## src/rtl/hwpe_tcdm_arb_pkg.sv

```systemverilog
// Shared types and helpers for the HWPE TCDM arbiter/mux and its response-tracking FIFO.
package hwpe_tcdm_arb_pkg;

    localparam int unsigned ARB_N_PORTS_DEF         = 32'd3;
    localparam int unsigned ARB_MAX_OUTSTANDING_DEF = 32'd4;

    // $clog2 that never returns 0, so single-entry ranges still get a 1-bit index
    function automatic int unsigned clog2_min1(input int unsigned n);
        int unsigned w;
        w = $clog2(n);
        return (w == 32'd0) ? 32'd1 : w;
    endfunction

    localparam int unsigned PORT_IDX_W = clog2_min1(ARB_N_PORTS_DEF);
    localparam int unsigned FIFO_CNT_W = $clog2(ARB_MAX_OUTSTANDING_DEF + 32'd1);

    typedef logic [PORT_IDX_W-1:0] port_idx_t;
    typedef logic [FIFO_CNT_W-1:0] fifo_cnt_t;

endpackage

```

## src/rtl/hwpe_tcdm_resp_fifo.sv

```systemverilog
// Response-tracking FIFO: remembers which upstream port owns each granted, still unanswered transaction.
module hwpe_tcdm_resp_fifo
    import hwpe_tcdm_arb_pkg::*;
#(
    parameter int unsigned DATA_WIDTH = 32'd2,
    parameter int unsigned DEPTH      = 32'd4
) (
    input  logic                  clk,
    input  logic                  rst,
    input  logic                  push,
    input  logic                  pop,
    input  logic [DATA_WIDTH-1:0] data_in,
    output logic [DATA_WIDTH-1:0] data_out,
    output logic                  full,
    output logic                  empty
);

    localparam int unsigned PTR_W = clog2_min1(DEPTH);
    localparam int unsigned CNT_W = $clog2(DEPTH + 32'd1);

    logic [DATA_WIDTH-1:0] mem_r [DEPTH];
    logic [PTR_W-1:0]      wr_ptr_r;
    logic [PTR_W-1:0]      rd_ptr_r;
    logic [CNT_W-1:0]      count_r;
    logic                  do_push_s;
    logic                  do_pop_s;

    function automatic logic [PTR_W-1:0] next_ptr(input logic [PTR_W-1:0] p);
        return (p == PTR_W'(DEPTH - 32'd1)) ? {PTR_W{1'b0}} : p + PTR_W'(1);
    endfunction

    assign full      = (count_r == CNT_W'(DEPTH));
    assign empty     = (count_r == {CNT_W{1'b0}});
    assign do_push_s = push & ~full;
    assign do_pop_s  = pop & ~empty;
    assign data_out  = mem_r[rd_ptr_r];

    // Storage array; contents are don't-care while empty, so it carries no reset
    always_ff @(posedge clk) begin
        if (do_push_s) begin
            mem_r[wr_ptr_r] <= data_in;
        end else begin
            mem_r[wr_ptr_r] <= mem_r[wr_ptr_r];
        end
    end

    // Pointers and occupancy; a simultaneous push and pop leaves the count unchanged
    always_ff @(posedge clk) begin
        if (rst) begin
            wr_ptr_r <= {PTR_W{1'b0}};
            rd_ptr_r <= {PTR_W{1'b0}};
            count_r  <= {CNT_W{1'b0}};
        end else begin
            wr_ptr_r <= do_push_s ? next_ptr(wr_ptr_r) : wr_ptr_r;
            rd_ptr_r <= do_pop_s  ? next_ptr(rd_ptr_r) : rd_ptr_r;
            case ({do_push_s, do_pop_s})
                2'b10:   count_r <= count_r + CNT_W'(1);
                2'b01:   count_r <= count_r - CNT_W'(1);
                default: count_r <= count_r;
            endcase
        end
    end

endmodule

```

## src/rtl/hwpe_tcdm_arb_mux.sv

```systemverilog
// N-to-1 TCDM arbiter/mux with in-order response routing back to the issuing port.
// Define HWPE_TCDM_ARB_RR_EN for round-robin selection; otherwise the lowest requesting index wins.
module hwpe_tcdm_arb_mux
    import hwpe_tcdm_arb_pkg::*;
#(
    parameter int unsigned N_PORTS         = ARB_N_PORTS_DEF,
    parameter int unsigned ADDR_WIDTH      = 32'd32,
    parameter int unsigned DATA_WIDTH      = 32'd32,
    parameter int unsigned MAX_OUTSTANDING = ARB_MAX_OUTSTANDING_DEF
) (
    input  logic                            clk,
    input  logic                            rst,
    input  logic [N_PORTS-1:0]              in_req,
    output logic [N_PORTS-1:0]              in_gnt,
    input  logic [N_PORTS*ADDR_WIDTH-1:0]   in_add,
    input  logic [N_PORTS-1:0]              in_wen,
    input  logic [N_PORTS*DATA_WIDTH/8-1:0] in_be,
    input  logic [N_PORTS*DATA_WIDTH-1:0]   in_data,
    output logic [N_PORTS*DATA_WIDTH-1:0]   in_r_data,
    output logic [N_PORTS-1:0]              in_r_valid,
    output logic                            out_req,
    output logic [ADDR_WIDTH-1:0]           out_add,
    output logic                            out_wen,
    output logic [DATA_WIDTH/8-1:0]         out_be,
    output logic [DATA_WIDTH-1:0]           out_data,
    input  logic                            out_gnt,
    input  logic [DATA_WIDTH-1:0]           out_r_data,
    input  logic                            out_r_valid,
    output logic                            err
);

    localparam int unsigned IDX_W = clog2_min1(N_PORTS);
    localparam int unsigned BE_W  = DATA_WIDTH / 32'd8;

    logic [IDX_W-1:0] sel_s;
    logic [IDX_W-1:0] head_s;
    logic             fifo_full_s;
    logic             fifo_empty_s;
    logic             xfer_s;
    logic             pop_s;
    logic             err_r;

`ifdef HWPE_TCDM_ARB_RR_EN
    logic [IDX_W-1:0] rr_ptr_r;

    // Round-robin pick: first requester at or after rr_ptr_r, wrapping modulo N_PORTS
    always_comb begin : rr_sel_p
        int   j;
        logic found_s;
        sel_s   = {IDX_W{1'b0}};
        found_s = 1'b0;
        j       = 0;
        for (int k = 0; k < int'(N_PORTS); k++) begin
            j = int'(rr_ptr_r) + k;
            j = (j >= int'(N_PORTS)) ? j - int'(N_PORTS) : j;
            sel_s   = (!found_s && in_req[j]) ? IDX_W'(j) : sel_s;
            found_s = found_s | in_req[j];
        end
    end

    // Pointer moves just past the winner only when a transaction actually transfers
    always_ff @(posedge clk) begin
        if (rst) begin
            rr_ptr_r <= {IDX_W{1'b0}};
        end else if (xfer_s) begin
            rr_ptr_r <= (sel_s == IDX_W'(N_PORTS - 32'd1)) ? {IDX_W{1'b0}} : sel_s + IDX_W'(1);
        end else begin
            rr_ptr_r <= rr_ptr_r;
        end
    end
`else
    // Fixed priority: scanning downwards leaves the lowest requesting index selected
    always_comb begin
        sel_s = {IDX_W{1'b0}};
        for (int k = int'(N_PORTS) - 1; k >= 0; k--) begin
            sel_s = in_req[k] ? IDX_W'(k) : sel_s;
        end
    end
`endif

    // A full tracker blocks new requests even if a response frees an entry this cycle
    assign out_req = (|in_req) & ~fifo_full_s & ~rst;
    assign xfer_s  = out_req & out_gnt;
    assign pop_s   = out_r_valid & ~fifo_empty_s & ~rst;

    // Forward the selected port's request fields and steer grant / response valid
    always_comb begin
        out_add    = in_add[int'(sel_s)*int'(ADDR_WIDTH) +: ADDR_WIDTH];
        out_wen    = in_wen[sel_s];
        out_be     = in_be[int'(sel_s)*int'(BE_W) +: BE_W];
        out_data   = in_data[int'(sel_s)*int'(DATA_WIDTH) +: DATA_WIDTH];
        in_gnt     = {N_PORTS{1'b0}};
        in_gnt[sel_s] = xfer_s;
        in_r_valid = {N_PORTS{1'b0}};
        in_r_valid[head_s] = pop_s;
    end

    assign in_r_data = {N_PORTS{out_r_data}};

    // A response with nothing outstanding is an orphan; flag it until reset
    always_ff @(posedge clk) begin
        if (rst) begin
            err_r <= 1'b0;
        end else if (out_r_valid && fifo_empty_s) begin
            err_r <= 1'b1;
        end else begin
            err_r <= err_r;
        end
    end

    assign err = err_r;

    hwpe_tcdm_resp_fifo #(
        .DATA_WIDTH (IDX_W),
        .DEPTH      (MAX_OUTSTANDING)
    ) u_resp_fifo (
        .clk      (clk),
        .rst      (rst),
        .push     (xfer_s),
        .pop      (pop_s),
        .data_in  (sel_s),
        .data_out (head_s),
        .full     (fifo_full_s),
        .empty    (fifo_empty_s)
    );

endmodule
```

## config.mk

```make
export PLATFORM = sky130hd
export DESIGN_NAME = hwpe_tcdm_arb_mux
export DESIGN_NICKNAME = d
export VERILOG_FILES = /design/src/rtl/hwpe_tcdm_arb_pkg.sv /design/src/rtl/hwpe_tcdm_resp_fifo.sv /design/src/rtl/hwpe_tcdm_arb_mux.sv
export SDC_FILE = /design/constraint.sdc
export NUM_CORES = 1
export LEC_CHECK = 0
export ABC_AREA = 0
export CAP_MARGIN = 20
export CORE_AREA = 2 2 163 165
export DETAILED_ROUTE_END_ITERATION = 6
export DIE_AREA = 0 0 165 167
export DONT_BUFFER_PORTS = 1
export SLEW_MARGIN = 20
export SYNTH_ARGS = -nofsm -noshare
export SYNTH_HDL_FRONTEND = slang
export SYNTH_SLANG_ARGS = --single-unit
```

## constraint.sdc

```tcl
create_clock -name clk -period 2.4 [get_ports clk]
set_input_delay 0.36 -clock clk [delete_from_list [all_inputs] [get_ports clk]]
set_output_delay 0.36 -clock clk [all_outputs]
set_load 0.1 [all_outputs]
```

==> summary.md, run 1 <==
| Metric | Value |
|---|---|
| Layout Nets | `between 600 and 700` |
| Crit-path max FO | `6` |
| Core area | `around 26000 um2` |
| Distinct cells, synth | `30` |
| Port buffer count | `0` |
| CTS HTree Levels | `1` |
| Vias | `roughly 2.6k` |
| Initial antenna violation count | `1` |
| Primary FF master, synth | `dfxtp_1` |
| Power Density | `around 560 nW/um2` |
| Worst rel slew slack | `74.0%` |
| Clock transition at path regs | `0.05 ns` |
| # DRC | `0` |
| Top-count cell post-synth | `buf_4` |
| Period minus WS final | `2.29 ns` |
| Worst EP arrival | `2.46 ns` |
| Crit share post-route | `a little over nine tenths` |
| #FFs+latches synth | `18` |
| Clock buffer depth | `2` |
| Post-Syn Area per Cell | `7.43 um2` |
| Layout cells sized above 1 | `46.4%` |
| Row count | `59` |
| Pin count of the biggest net entering global routing | `55` |
| Fmax | `0.436 GHz` |
| Setup Fix Bufs, Post-CTS | `0` |
| Leak | `1.59 nW` |
| Max-slew violations | `0` |
| Syn_nets | `657` |
| Critical path startpoint category | `flop` |
| Final hold vios | `0` |
| Max Used Layer | `met4` |
| GR Util All Layers | `6.75%` |
| Ys async rst share | `0%` |
| Area of the mapped netlist | `3000 um2` |
| Number of global-route vias before repair | `2687` |
| Hold crit path type | `input port to flop` |
| Post-DR vias/cell | `between 3 and 4` |
| WL met3 | `roughly 1200 um` |
| DP Wirelength | `between 9000 and 10000 um` |
| Post-synth EDFFs | `8` |
| Die extent in x | `165 um` |
| CTS Buf Count | `3` |
| Overflow after GRT | `0` |
| Status | `completed` |
| I/O pins | `419` |
| DRT met1 WL | `3790 um` |
| CP Class | `flop to flop` |
| Max cap viols | `0` |
| Final Setup Violations | `0` |
| RSZ-0062 raised after global routing | `no` |
| Starting density of the core | `11.7%` |
| Final wirelength | `between 10000 and 15000 um` |
| Total power | `2.45 mW` |
| WL/cell | `14.3 um` |
| Clock Latency Late Sink | `roughly 0.24 ns` |
| Worst Path Required | `~2.6 ns` |
| Actual slew at the worst max-slew pin | `approximately 0.38 ns` |
| Global placement routability congestion | `about 0.87` |
| Initial DRC count | `74` |
| Register area share after synthesis | `14.7%` |
| Post-Syn Instances | `404` |
| Met2 wire len | `about 4600 um` |
| Die Area | `between 20000 and 30000 um2` |
| Detailed Routing Iterations Pass 1 | `4` |
| Synth top area share | `25.3%` |
| Endpoint class of the critical path | `flop` |
| First-pass GRT wire length | `about 15000 um` |
| Remaining antenna violation count after routing | `0` |
| Die Y | `167 um` |
| Area leader, netlist | `buf_4` |
| Non-Filler Instances | `709` |
| Yosys Warn Count | `0` |
| Area growth syn-to-layout | `46.8%` |
| Post-Place Cells | `704` |
| Post-synth top cells | `buf_4, nand2_1, mux2i_1, o21ai_0` |
| Worst clock skew | `0.00141 ns` |
| Clk sinks | `18` |
| CTS tree | `yes` |
| VDD IR-drop max | `211 uV` |
| Root buf cell | `clkbuf_16` |
| Synth top area cells | `buf_4, mux2i_1, o21ai_0` |
-- report_power, final --
group | internal [mW] | leakage [nW] | total, mW | switching, mW
combinational | 0.568 | 1.39 | 1.77 | 1.20
sequential | 0.344 | 0.157 | 0.361 | 0.0171
clock | 0.221 | 0.0385 | 0.323 | 0.102
total | 1.13 | 1.59 | 2.45 | 1.32
-- kinds of logic after synthesis --
| family | Yosys count | synth area share, % |
|---|---|---|
| muxes | 73 | 25.2 |
| xor gates and xnor gates | 2 | 0.584 |
| buffers and inverters | 127 | 28.8 |
| AOI/OAI and AO/OA | 76 | 13.0 |
| DFF | 18 | 14.7 |
| and+or+nand+nor | 101 | 14.5 |
| adders and majority gates | 7 | 3.17 |
-- cell type report --
cell class	instances	area, um2
Antenna cell	1	2.50
Clock buffer	3	75.1
Clock inverter	1	3.75
Fill cell	2799	21400
Inverter	7	32.5
Multi-Input combinational cell	259	2010
Sequential cell	18	444
Tap cell	335	419
Timing Repair Buffer	85	1410
-- final timing paths --
kind	startpoint	end	slack, ns	depth (start not counted)
worst max-delay path	u_resp_fifo.count_r[0]	u_resp_fifo.count_r[2]	0.11	9
worst min-delay path	rst	u_resp_fifo.count_r[2]	0.18	1
worst max register to register	u_resp_fifo.count_r[0]	u_resp_fifo.count_r[2]	0.11	9
worst min register to register	u_resp_fifo.count_r[2]	u_resp_fifo.count_r[2]	0.49	2
-- critical path, stage by stage, from the launching register on --
cell and delay (ns):
dfxtp_2 0.34, or3b_1 0.40, and3_4 0.21, clkinv_2 0.07, ha_2 0.18, inv_1 0.05, fa_1 0.36, xor2_1 0.18
or3_1 0.30, a21oi_1 0.14
-- timing repair --
| item | in CTS | in global routing |
|---|---|---|
| hold buffers | 0 | 0 |
| resized for setup | 0 | 4 |
| setup endpoints to repair | 0 | 1 |
-- stage by stage --
stage                     instance area, um2  util [%]  hold WS, ns  setup slack [ns]  setup TNS [ns]
after global placement                  4320      16.8        0.437             0.117               0
after detailed placement                4320      16.8        0.440            0.0706               0
final                                   4410      17.1        0.181             0.108               0
after CTS                               4400      17.1        0.184            0.0598               0
after global routing                    4410      17.1        0.172           0.00439               0
after floorplan                         3280         -        0.463            -0.572           -1.71
-- metal layers --
layer	global-route usage [%]	up-vias
li1	-	1243
met1	7.86	1164
met2	10.6	207
met3	3.01	24
met4	3.06	0
met5	0	-
-- layout by cell type, fill, tap and decap left out, types with 2 or more instances in the layout --
cell type	synthesis	routed
edfxtp_1	8	8
inv_1	6	5
a21oi_1	4	4
and3_1	2	2
nor2_1	11	9
o21ai_2	0	69
and2_1	4	4
nor2_2	0	2
buf_4	101	23
nand2_1	72	72
or3_1	3	3
mux2i_1	70	70
mux4_2	2	2
xor2_1	2	2
nor4b_4	0	2
clkbuf_16	0	3
dfxtp_1	10	7
buf_12	0	62
ha_1	6	5
dfxtp_2	0	3
Note: power is estimated with default switching activity, not from simulation.
==> run 2, diff against run 1 <==
- GPL_ROUTABILITY_DRIVEN: unset -> 0
==> results of run 2 <==
Same layout as run 1: the final DEF is identical, and so are final timing and power.
==> patch 1: new RTL, settings of run 2 <==
Change the parameter `ADDR_WIDTH` from 32'd32 to 32'd24.
--- a/src/rtl/hwpe_tcdm_arb_mux.sv
+++ b/src/rtl/hwpe_tcdm_arb_mux.sv
@@ -4,7 +4,7 @@
     import hwpe_tcdm_arb_pkg::*;
 #(
     parameter int unsigned N_PORTS         = ARB_N_PORTS_DEF,
-    parameter int unsigned ADDR_WIDTH      = 32'd32,
+    parameter int unsigned ADDR_WIDTH      = 32'd24,
     parameter int unsigned DATA_WIDTH      = 32'd32,
     parameter int unsigned MAX_OUTSTANDING = ARB_MAX_OUTSTANDING_DEF
 ) (
Ports: changed (resized in_add and out_add); port bits go from 419 to 387. No check against the original RTL was run, so the function may have changed too.
==> patch 1 against run 2 <==
  * Synthesized cell count fell by 6.7%
  * Total power fell by 6.8%
  * Via count fell by 7.7%
  * Synthesized area fell by 5.4%
  * Fmax fell by 2.7%
  * Cell count fell by 3.9%
  * Design area fell by 5.7%
  * Sequential share of layout area rose by 0.67 points
  * Clock power rose by 2%
  * Sequential cell count did not move
  * Wire length fell by 8.7%
  * Worst setup slack got worse by 64 ps
==> patch 1: results (changes against run 2) <==
Outcome
The run finished with clean final reports.

Synth
The synthesized net count was 606 (-7.8%). The count of flip-flops with a built-in enable after synthesis is 8 (unchanged). Ranked by instance count, the synthesized netlist is headed by 102 x sky130_fd_sc_hd__buf_4, 64 x sky130_fd_sc_hd__nand2_1, 62 x sky130_fd_sc_hd__mux2i_1, 62 x sky130_fd_sc_hd__o21ai_0. The register area share after synthesis is 15.51% (+0.83 points). The per-instance average area after synthesis was 7.534 sq um (+1.4%). By area the synthesized netlist is led by sky130_fd_sc_hd__buf_4 27%, sky130_fd_sc_hd__mux2i_1 22%, sky130_fd_sc_hd__o21ai_0 11%, sky130_fd_sc_hd__edfxtp_1 8.5%, sky130_fd_sc_hd__nand2_1 8.5%. The number of different library cells in the post-synthesis netlist is 29 (-3.3%).

GRT
The all-layer global routing usage came to 6.131% (-0.62 points). The met2 routing resource usage after global routing is 10.11% (-0.45 points). The wire length of the first global-routing pass is 13170 um (-9.2%). The global-route met3 utilization is 2.466% (-0.55 points). The number of global-route vias before repair came to 2391 (-11%). The global-route track usage on met1 was 7.240% (-0.62 points).

Detailed routing
The routed length on met2 is 4570 um (-1.6%). The met1 layer wirelength in the final routing came to 3525 um (-7.1%). The number of DRC markers after the initial detailed-route iteration came to 52 (-30%).

The met3 routed wirelength is 973 um (-22%). The vias per cell is 3.577 (-3.9%). The average wire per standard cell is 13.58 um (-5.0%).

Power
The reported clock group power is 331 uW (+2%). The worst ir drop on vdd is 0.2077 mV (-1.7%). The power share of the sequential group is 15.8% (+1.1 points). The switching power of the nets is 1.206 mW (-8.6%). The share of power burned in the clock network is 14.5% (+1.3 points).

Clocking
The post-CTS resize count is 0 (unchanged). The buffers inserted during post-CTS setup optimization is 0 (unchanged). The root cell of the clock tree is sky130_fd_sc_hd__clkbuf_16.

Cells and area
The non-clock buffer contribution to total cell area is 31.58% (-0.52 points). The post-route core utilization came to 16.12% (-0.98 points). The fraction of area in multi-input gates is 44.80% (-0.92 points).

The fraction of area in clock buffers and inverters is 1.898% (+0.11 points). The non-clock buffer count in the final layout is 80 (-5.9%). The final standard cell count with taps included and fillers excluded is 681 (-3.9%).

The flip-flop and latch area came to 446.7 sq um (+0.56%). The antenna diode count was 2 (+1). The fraction of layout instances using a drive strength above 1 was 47.67% (+1.3 points). The number of fill cells in the layout is 2865 (+2.4%). The number of nets in the layout was 574 (-8.5%).

The number of multi-input combinational cells is 235 (-9.3%).

Placed design
The post-place setup slack is 52.68 ps (-17.88 ps). The number of cells after detailed placement was 673 (-4.4%). The estimated wirelength of the detail-placed design is 8091 um (-12%). The post-placement cell area was 4018 sq um (-7.0%).

Timing
The worst hold-check slack is 173.3 ps (-7.536 ps). The final clock skew is 1.823 ps (+0.4163 ps). The worst slew margin relative to its limit is 66.27% (-7.8 points).

Critical path
In this run the critical register-to-register path is captured at u_resp_fifo.count_r[2]. The register-to-register setup slack came to 40 ps (-60 ps). The maximum net fanout on the critical path is 5 (-1).
## patch 1: changes by cell type after synthesis
cell                      change
sky130_fd_sc_hd__buf_2        -3
sky130_fd_sc_hd__mux2i_1      -8
sky130_fd_sc_hd__nand2_1      -8
sky130_fd_sc_hd__buf_4        +1
sky130_fd_sc_hd__o21ai_0      -8
sky130_fd_sc_hd__buf_1        -1
## patch 1: how the worst max path moves through the flow
stage,from,end,slack (ps),cells after the start
after detailed placement,u_resp_fifo.count_r[2],u_resp_fifo.count_r[2],50,9
after CTS,u_resp_fifo.count_r[2],u_resp_fifo.count_r[2],30,9
final,u_resp_fifo.count_r[0],u_resp_fifo.count_r[2],40,9
after global routing,u_resp_fifo.count_r[0],u_resp_fifo.count_r[2],-30,9
after global placement,u_resp_fifo.count_r[2],u_resp_fifo.count_r[2],110,9
after floorplan,register,in_r_valid[0],-610,2
## patch 1: worst max-delay path: stages, from the launching register on
cell and delay (ps):
sky130_fd_sc_hd__dfxtp_4 360, sky130_fd_sc_hd__or3b_4 400, sky130_fd_sc_hd__and3_4 190, sky130_fd_sc_hd__inv_4 70, sky130_fd_sc_hd__ha_4 150, sky130_fd_sc_hd__inv_1 50
sky130_fd_sc_hd__fa_2 350, sky130_fd_sc_hd__xor2_2 150, sky130_fd_sc_hd__or3_1 400, sky130_fd_sc_hd__a21oi_2 160
## patch 1: logic make-up after synthesis
| logic type | after synthesis | synth area share (%) |
|---|---|---|
| AO/OA/AOI/OAI | 68 | 12.33 |
| XOR/XNOR | 2 | 0.6169 |
| adder cells (fa/ha/maj) | 7 | 3.348 |
| buffers and inverters | 124 | 30.09 |
| flip-flops | 18 | 15.51 |
| multiplexers | 65 | 23.83 |
| AND/OR/NAND/NOR | 93 | 14.27 |
==> patch 2: new RTL, config.mk and constraints of run 2 <==
Made on the original files. Register the output `err` once more, with the module's reset; this adds one clock of latency there. The other outputs are not delayed to match.
--- a/src/rtl/hwpe_tcdm_arb_mux.sv
+++ b/src/rtl/hwpe_tcdm_arb_mux.sv
@@ -108,7 +108,13 @@
         end
     end
 
-    assign err = err_r;
+    always_ff @(posedge clk) begin
+        if (rst) begin
+            err <= '0;
+        end else begin
+            err <= err_r;
+        end
+    end
 
     hwpe_tcdm_resp_fifo #(
         .DATA_WIDTH (IDX_W),
Function: changed (a bounded check fails within 4 cycles, from zero or initial values and one cycle with rst high).
==> patch 2 against run 2 <==
  * Die area did not move
  * Synthesized area rose by 0.88%
  * Design area rose by 0.28%
  * Count of clock-buffer cells in the layout did not move
  * Core utilization barely moved
  * Worst setup slack got worse by 39 ps
  * Wire length fell by 2.8%
  * Total power rose by 0.60%
  * Sequential cell count rose by 1
  * Critical path type unchanged
  * Critical endpoint unchanged
==> patch 2: results (changes against run 2) <==
Synth
Sorting the synthesized cells by area gives the leading types as sky130_fd_sc_hd__buf_4 25%, sky130_fd_sc_hd__mux2i_1 23%, sky130_fd_sc_hd__o21ai_0 12%, sky130_fd_sc_hd__nand2_1 8.9%, sky130_fd_sc_hd__edfxtp_1 7.9%. The synthesized net count came to 659 (+0.30%). The register area share after synthesis is 15.21% (+0.53 points). The portion of netlist area occupied by mux cells is 25.00% (-0.22 points). The area share of fa/ha/maj cells after synthesis is 3.140% (-0.027 points). The xor and xnor area share after synthesis is 0.5785% (-0.0051 points). The share of the synthesized area in compound gates (AO/OA/AOI/OAI) is 12.89% (-0.11 points).

Critical path
The arrival time of the worst setup path is 2510 ps (+50 ps). The critical path starts at u_resp_fifo.count_r[1]. On the critical path, the stage with the largest delay is an instance of sky130_fd_sc_hd__or3b_4.

Detailed routing
The total via count after detailed routing is 2610 (-1.1%). The routed length on met2 is 4975 um (+7.1%). The met3 routed wirelength came to 1123 um (-9.5%). The average wire per standard cell was 13.82 um (-3.3%). The number of DRC markers after the initial detailed-route iteration is 62 (-16%).

Power
The share of total power consumed by net switching came to 53.61% (-0.22 points). The static leakage is 1.605 nW (+1.2%). The power share of the sequential group is 15.3% (+0.6 points).

Outcome
The flow ran to the end, and the final reports show no timing, DRC or antenna violations.

Cells and area
The footprint of the multi-input gates is 2023 sq um (+0.43%). The antenna diode count is 0 (-1).

GRT
The number of antenna violations at the first check in global routing is 0 (-1). The number of global-route vias before repair is 2605 (-3.1%). The wire length of the first global-routing pass was 13990 um (-3.5%). The maximum number of pins on one net before global-route repair came to 75 (+36%).

Timing
The slew of the pin with the lowest slew margin is 531.1 ps (+152.3 ps).
[patch 2: cell count changes after synthesis, sizes merged]
cell / delta
dfxtp: +1
nor2b: +1
[patch 2: timing repair]
action / in CTS / in global routing
resized for setup: 0 / 4
endpoints found under the setup margin: 0 / 1
endpoints found under the hold margin: 0 / 0
[patch 2: how the worst min path moves through the flow]
stage / startpoint / to / cells past startpoint
after floorplan: err_r / err_r / 2
after global routing: rst / u_resp_fifo.count_r[2] / 1
after global placement: rst / u_resp_fifo.count_r[2] / 1
final: rst / u_resp_fifo.count_r[2] / 1
after detailed placement: rst / err_r / 1
after CTS: rst / err_r / 1
[patch 2: through the flow]
stage / TNS (ps) / hold slack (ps) / std cells / setup slack, ps
floorplan: -1708 / 429.0 / 406 / -571.8
global placement: 0 / 438.9 / 709 / 94.63
detailed placement: 0 / 439.9 / 709 / 34.74
CTS: 0 / 174.5 / 713 / 27.15
global route: -13.51 / 167.6 / 713 / -13.51
finish: 0 / 170.2 / 713 / 69.13
[patch 2: layout make-up]
class	count	area share, %
Multi-Input combinational cell	260	45.79
Tap cell	335	9.487
Sequential cell	19	10.51
Timing Repair Buffer	88	31.66
Inverter	7	0.7363
Clock buffer	3	1.699
Clock inverter	1	0.1133
[patch 2: per-layer routing]
layer	vias up	global-route usage, %
li1	1247	-
met2	210	11.56
met1	1143	7.583
met5	-	0
met4	0	1.096
met3	10	2.491
[patch 2: critical path: cells and delay by family, from the launching register on]
family                     cells  cell delay [ps]
and+or+nand+nor                3              910
adders and majority gates      2              570
DFF                            1              350
xor gates and xnor gates       1              180
AOI/OAI and AO/OA              1              130
buffers and inverters          2              120
